===== src/rtl/qmult_arbiter.sv =====
// rtl/qmult_arbiter.sv - round-robin shared pipelined Q-format multiplier with tagged, stallable output
module qmult_arbiter #(
    parameter int DATA_WIDTH = 32,
    parameter int FP_WIDTH   = 24,
    parameter int N_REQ      = 4,
    parameter int SATURATE   = 0,
    parameter int ID_W       = (N_REQ > 2) ? $clog2(N_REQ) : 1
) (
    input  logic                        i_clk,
    input  logic                        i_rst,
    input  logic [N_REQ-1:0]            s_valid,
    output logic [N_REQ-1:0]            s_ready,
    input  logic [N_REQ*DATA_WIDTH-1:0] s_a,
    input  logic [N_REQ*DATA_WIDTH-1:0] s_b,
    output logic                        o_res_valid,
    input  logic                        i_res_ready,
    output logic [DATA_WIDTH-1:0]       o_res_data,
    output logic [ID_W-1:0]             o_res_id,
    output logic                        o_res_ovf
);

    localparam int PW = 2 * DATA_WIDTH;

    localparam logic [DATA_WIDTH-1:0] MAX_VAL = {1'b0, {(DATA_WIDTH-1){1'b1}}};
    localparam logic [DATA_WIDTH-1:0] MIN_VAL = {1'b1, {(DATA_WIDTH-1){1'b0}}};

    // pipeline advance: the whole pipe moves only when the output slot can be replaced
    logic adv;

    // arbitration state and combinational winner
    logic [ID_W-1:0]       last_grant;
    logic                  win_valid;
    logic [ID_W-1:0]       win_idx;
    logic [ID_W-1:0]       cand_idx;
    int                    cand;
    logic                  transfer;
    logic [DATA_WIDTH-1:0] sel_a;
    logic [DATA_WIDTH-1:0] sel_b;

    // stage 1 registers (captured operands)
    logic                  v1;
    logic [DATA_WIDTH-1:0] a1;
    logic [DATA_WIDTH-1:0] b1;
    logic [ID_W-1:0]       id1;

    // stage 2 registers (full-width product)
    logic                  v2;
    logic signed [PW-1:0]  p2;
    logic [ID_W-1:0]       id2;

    // multiply and scale helpers
    logic signed [PW-1:0]  a_ext;
    logic signed [PW-1:0]  b_ext;
    logic signed [PW-1:0]  prod;
    logic signed [PW-1:0]  q;
    logic [PW-DATA_WIDTH:0] q_hi;
    logic                  q_fits;
    logic                  ovf;
    logic [DATA_WIDTH-1:0] res;

    assign adv = ~o_res_valid | i_res_ready;

    // round-robin search starting just after the last granted requester
    always_comb begin
        win_valid = 1'b0;
        win_idx   = '0;
        cand      = 0;
        cand_idx  = '0;
        for (int k = 1; k <= N_REQ; k++) begin
            cand     = (int'(last_grant) + k) % N_REQ;
            cand_idx = cand[ID_W-1:0];
            if (!win_valid && s_valid[cand_idx]) begin
                win_valid = 1'b1;
                win_idx   = cand_idx;
            end
        end
    end

    // grant is one-hot, suppressed during stall and while reset is asserted
    assign s_ready  = (win_valid && adv && !i_rst) ? (N_REQ'(1) << win_idx) : '0;
    assign transfer = |(s_valid & s_ready);
    assign sel_a    = s_a[win_idx*DATA_WIDTH +: DATA_WIDTH];
    assign sel_b    = s_b[win_idx*DATA_WIDTH +: DATA_WIDTH];

    // sign-extend operands so the product is exact at double width
    assign a_ext = {{DATA_WIDTH{a1[DATA_WIDTH-1]}}, a1};
    assign b_ext = {{DATA_WIDTH{b1[DATA_WIDTH-1]}}, b1};
    assign prod  = a_ext * b_ext;

    // scale by arithmetic shift (floor); detect results outside the signed output range
    always_comb begin
        q      = p2 >>> FP_WIDTH;
        q_hi   = q[PW-1:DATA_WIDTH-1];
        q_fits = (&q_hi) | ~(|q_hi);
        ovf    = ~q_fits;
        res    = q[DATA_WIDTH-1:0];
        if (SATURATE != 0 && ovf) begin
            res = q[PW-1] ? MIN_VAL : MAX_VAL;
        end
    end

    // last_grant moves only on an actual operand transfer
    always_ff @(posedge i_clk or posedge i_rst) begin
        if (i_rst) begin
            last_grant <= ID_W'(N_REQ - 1);
        end else if (transfer) begin
            last_grant <= win_idx;
        end
    end

    // stage 1: capture the winning requester's operands and tag
    always_ff @(posedge i_clk or posedge i_rst) begin
        if (i_rst) begin
            v1  <= 1'b0;
            a1  <= '0;
            b1  <= '0;
            id1 <= '0;
        end else if (adv) begin
            v1  <= transfer;
            a1  <= sel_a;
            b1  <= sel_b;
            id1 <= win_idx;
        end
    end

    // stage 2: register the full-width signed product
    always_ff @(posedge i_clk or posedge i_rst) begin
        if (i_rst) begin
            v2  <= 1'b0;
            p2  <= '0;
            id2 <= '0;
        end else if (adv) begin
            v2  <= v1;
            p2  <= prod;
            id2 <= id1;
        end
    end

    // stage 3: output register, held stable while the consumer stalls
    always_ff @(posedge i_clk or posedge i_rst) begin
        if (i_rst) begin
            o_res_valid <= 1'b0;
            o_res_data  <= '0;
            o_res_id    <= '0;
            o_res_ovf   <= 1'b0;
        end else if (adv) begin
            o_res_valid <= v2;
            o_res_data  <= res;
            o_res_id    <= id2;
            o_res_ovf   <= ovf;
        end
    end

endmodule

===== config.mk =====
export PLATFORM = sky130hd
export DESIGN_NAME = qmult_arbiter
export DESIGN_NICKNAME = d
export VERILOG_FILES = /design/src/rtl/qmult_arbiter.sv
export SDC_FILE = /design/constraint.sdc
export NUM_CORES = 2
export LEC_CHECK = 0
export ABC_CLOCK_PERIOD_IN_PS = 7800
export BUFFER_PORTS_ARGS = -buffer_cell sky130_fd_sc_hd__buf_4
export CAP_MARGIN = 20
export CORE_MARGIN = 3
export CORE_UTILIZATION = 58
export CTS_CLUSTER_DIAMETER = 100
export DETAILED_ROUTE_END_ITERATION = 10
export PLACE_DENSITY_LB_ADDON = 0.3
export SLEW_MARGIN = 25
export SYNTH_ARGS = -nofsm -noshare
export SYNTH_HDL_FRONTEND = slang
export SYNTH_SLANG_ARGS = --single-unit

===== constraint.sdc =====
create_clock -name i_clk -period 7.8 [get_ports i_clk]
set_input_delay 1.17 -clock i_clk [delete_from_list [all_inputs] [get_ports i_clk]]
set_output_delay 1.17 -clock i_clk [all_outputs]
set_load 0.01 [all_outputs]

==> qor_table.md <==
| Result | Value | Unit |
|:---|:---|:---|
| Final net count | 6680 | - |
| Routed WL per cell | 22.3 | um |
| Library cells used by synthesis | 61 | - |
| Kind of launch point of the worst setup path | register | - |
| Maximum number of pins on one net before global-route repair | 200 | - |
| Post-cts hold buffer count | 0 | - |
| Die area | 78100 | sq um |
| Proportion of netlist area held by the largest area contributor | 49.9 | % |
| Number of iterations in the first detailed-routing pass | 6 | - |
| Total number of yosys warnings | 0 | - |
| Number of violations reported at the end of detailed-routing iteration 0 | 2993 | - |
| Die X-Extent | 279 | um |
| Peak per-stage delay on the critical path | 0.53 | ns |
| Total count of hold-check failures in the final report | 0 | - |
| Post-synthesis instance total | 4891 | - |
| Main area contributors after synthesis | sky130_fd_sc_hd__fa_1, sky130_fd_sc_hd__inv_1, sky130_fd_sc_hd__dfrtp_1, sky130_fd_sc_hd__nand2_1, sky130_fd_sc_hd__and2_1 | - |
| Clock Tree Root | sky130_fd_sc_hd__clkbuf_16 | - |
| Fmax | 131 | MHz |
| Endpoint required time on the critical path | 8.21 | ns |
| Die Ht | 279 | um |
| Setup CP Type | register to register | - |
| Prevailing post-synth register cell | sky130_fd_sc_hd__dfrtp_1 | - |
| Worst Hold Class | register to register | - |
| IO Pins | 303 | - |
| Worst Max-Slew Pin Slew | 1.03 | ns |
| Post-synth ARST share | 100 | % |
| TritonCTS clock tree | yes | - |
| Global-route wire length before repair | 213000 | um |
| Clk slew on worst S/H paths | 0.09 | ns |
| Max clock buf depth | 2 | - |
| DRT antenna net count | 0 | - |
| Fraction of the mapped netlist area in compound gates | 4.98 | % |
| Endpoint type of the worst setup path | register | - |
| Biggest fanout along the worst timing path | 12 | - |
| Area fraction in and, or, nand and nor cells after synthesis | 19.0 | % |
| Worst EP arrival | 8.07 | ns |
| Proportion of synthesized chip area in sequential cells | 8.55 | % |
| Residual overflow from global routing | 0 | - |
| Placed wire-length estimate | 112000 | um |
| Most frequent cells after synthesis | sky130_fd_sc_hd__fa_1, sky130_fd_sc_hd__inv_1, sky130_fd_sc_hd__nand2_1 | - |
| Final routed wirelength across all metal layers | 137000 | um |
| Worst path slowest cell | sky130_fd_sc_hd__fa_1 | - |
| Synth-to-layout area growth | 13.2 | % |
| Place WS | -0.116 | ns |
| Synth Register Bits | 148 | - |
| Final max-slew violation count | 0 | - |
| # port buffers | 302 | - |
| Cell type with the highest occurrence count on the critical path | sky130_fd_sc_hd__fa_1 | - |
| Count of filler cells inserted in the layout | 5909 | - |
| Total clock buffers created by CTS | 17 | - |
| Clock sinks | 148 | - |
| Residual DRC | 0 | - |
| Via count | 34500 | - |
| Post-Syn Area | 43300 | sq um |
| Antenna violations before repair | 6 | - |
| Proportion of synthesized area in mux cells | 0.0231 | % |
| Initial Utilization | 59.0 | % |
| Setup violators final | 0 | - |
| Overall track demand over capacity in global routing | 36.0 | % |
| Dominant cell type by area after synthesis | sky130_fd_sc_hd__fa_1 | - |
| Vias in the first global route | 36600 | - |
| Clock period minus worst slack | 7.66 | ns |
| Clock Latency Late Sink | 0.49 | ns |
| Startpoint of the most critical setup path | b1[8] | - |
| Dominant combinational cell family by area after synthesis | adder cells | - |
| Synthesized area per cell | 8.86 | sq um |
| Worst slew margin relative to its limit | 30.8 | % |
| Source of the worst register-to-register timing path | b1[8] | - |
| Mean number of vias per cell | 5.63 | - |
| Hold wc startpoint | v2 | - |
| Total number of H-tree levels | 4 | - |
| Adder-cell area share of the yosys netlist | 55.1 | % |
| Site Rows | 99 | - |
| EDFF count, synth | 0 | - |
| Nets in the synthesized netlist | 6415 | - |
| Clock Skew | 0.0232 | ns |
| Count leader, synth | sky130_fd_sc_hd__fa_1 | - |
| Parity-gate share of the synthesized area counting xor and xnor cells | 1.07 | % |
| Result of the run | finished clean | - |
| Share of final-layout standard cells stronger than drive strength 1 | 12.9 | % |
| Core outline area | 73500 | sq um |
| Weighted congestion at the end of routability-driven global placement | 1.02 | - |
| # Max-Cap Violations | 0 | - |
| Worst Slack Setup Final | 0.139 | ns |
| Crit share post-route | 98.2 | % |
-- final timing paths --
kind                               endpoint  slack (ns)  cells past startpoint
worst max-delay path                 p2[55]        0.14                     28
worst min-delay path                     v2        0.48                      2
worst max register to register       p2[55]        0.14                     28
worst min register to register           v2        0.48                      2
max in group asynchronous            b1[20]        5.62                      3
min in group asynchronous       o_res_valid        0.84                      2
-- per-layer routing --
| layer | track usage [%] | vias up | wire length [um] |
|---|---|---|---|
| met5 | 0 | - | 28 |
| met4 | 12.5 | 4 | 6260 |
| met3 | 6.08 | 318 | 11400 |
| met2 | 57.9 | 1599 | 64400 |
| met1 | 50.3 | 17800 | 54600 |
| li1 | - | 14800 | - |
-- per-stage QoR --
stage	instances	TNS, ns	hold WS [ns]	utilization (%)	instance area (sq um)
finish	6129	0	0.477	66.8	49000
global route	6128	-0.273	0.497	66.8	49000
CTS	6108	0	0.478	65.9	48400
detailed placement	6075	-0.324	0.457	65.0	47700
global placement	6075	-0.116	0.453	65.0	47700
floorplan	4891	0	0.430	-	43300
-- flip-flops by register name, indices dropped and copies added (netlist names) --
| signal | flops |
|---|---|
| v2 | 1 |
| id1 | 2 |
| v1 | 1 |
| a1 | 32 |
| o_res_id | 2 |
| o_res_ovf | 1 |
| o_res_valid | 1 |
| p2 | 40 |
| b1 | 32 |
| id2 | 2 |
| o_res_data | 32 |
| last_grant | 2 |
-- worst max-delay path: cells and delay by family (launching register included) --
kind | cells | cell delay [ns]
AOI/OAI and AO/OA | 6 | 1.46
adders and majority gates | 9 | 3.81
buffers and inverters | 8 | 0.88
DFF | 1 | 0.45
and+or+nand+nor | 5 | 0.95
-- cells in the final DEF (no fill, tap or decap), types with 4 or more instances in the layout --
| cell | count |
|---|---|
| sky130_fd_sc_hd__o21ai_0 | 165 |
| sky130_fd_sc_hd__and3_1 | 9 |
| sky130_fd_sc_hd__a21oi_1 | 78 |
| sky130_fd_sc_hd__nand2b_1 | 10 |
| sky130_fd_sc_hd__dfrtp_2 | 23 |
| sky130_fd_sc_hd__clkbuf_16 | 20 |
| sky130_fd_sc_hd__and2_1 | 501 |
| sky130_fd_sc_hd__nor2_1 | 261 |
| sky130_fd_sc_hd__nand4_1 | 21 |
| sky130_fd_sc_hd__nor3_1 | 9 |
| sky130_fd_sc_hd__buf_6 | 13 |
| sky130_fd_sc_hd__o21bai_1 | 10 |
| sky130_fd_sc_hd__nand3_1 | 78 |
| sky130_fd_sc_hd__inv_2 | 5 |
| sky130_fd_sc_hd__nor2b_1 | 6 |
| sky130_fd_sc_hd__a21o_1 | 34 |
| sky130_fd_sc_hd__a21oi_2 | 8 |
| sky130_fd_sc_hd__xnor2_1 | 38 |
| sky130_fd_sc_hd__dfrtp_1 | 122 |
| sky130_fd_sc_hd__ha_4 | 9 |
| sky130_fd_sc_hd__nand2_2 | 5 |
| sky130_fd_sc_hd__inv_6 | 5 |
| sky130_fd_sc_hd__buf_4 | 473 |
| sky130_fd_sc_hd__fa_1 | 1072 |
| sky130_fd_sc_hd__nand2_1 | 848 |
| sky130_fd_sc_hd__xor2_1 | 12 |
| sky130_fd_sc_hd__o21ai_1 | 10 |
| sky130_fd_sc_hd__inv_1 | 992 |
| sky130_fd_sc_hd__a31oi_1 | 12 |
| sky130_fd_sc_hd__o211ai_1 | 6 |
| sky130_fd_sc_hd__buf_12 | 39 |
| sky130_fd_sc_hd__fa_2 | 9 |
| sky130_fd_sc_hd__inv_8 | 5 |
| sky130_fd_sc_hd__nor4_1 | 4 |
| sky130_fd_sc_hd__ha_1 | 171 |
-- layout make-up --
cell class	count	area [sq um]	area share (%)
diodes	1	2.50	0.00510
clock buffers	18	439	0.895
clock inverters	14	155	0.316
inverters	1000	3760	7.67
multi-input cells	3458	35100	71.6
flip-flops and latches	148	3740	7.62
well taps	959	1200	2.45
repair buffers	531	4610	9.40
-- timing repair --
item                                    CTS  global route
resized for setup                         6           110
setup buffers                             1            16
endpoints found under the setup margin   12            31
pin swaps                                 0            43
cloned                                    0             3
-- logic make-up after synthesis --
kind of cell | after synthesis
xor+xnor | 53
compound gates | 367
mux | 1
fa+ha+maj | 1261
simple gates | 1776
buf+inv | 1285
flops | 148
Power is left out: the tool's default activity adds up to more than one toggle a clock period on the data nets, which glitch-free logic cannot reach.
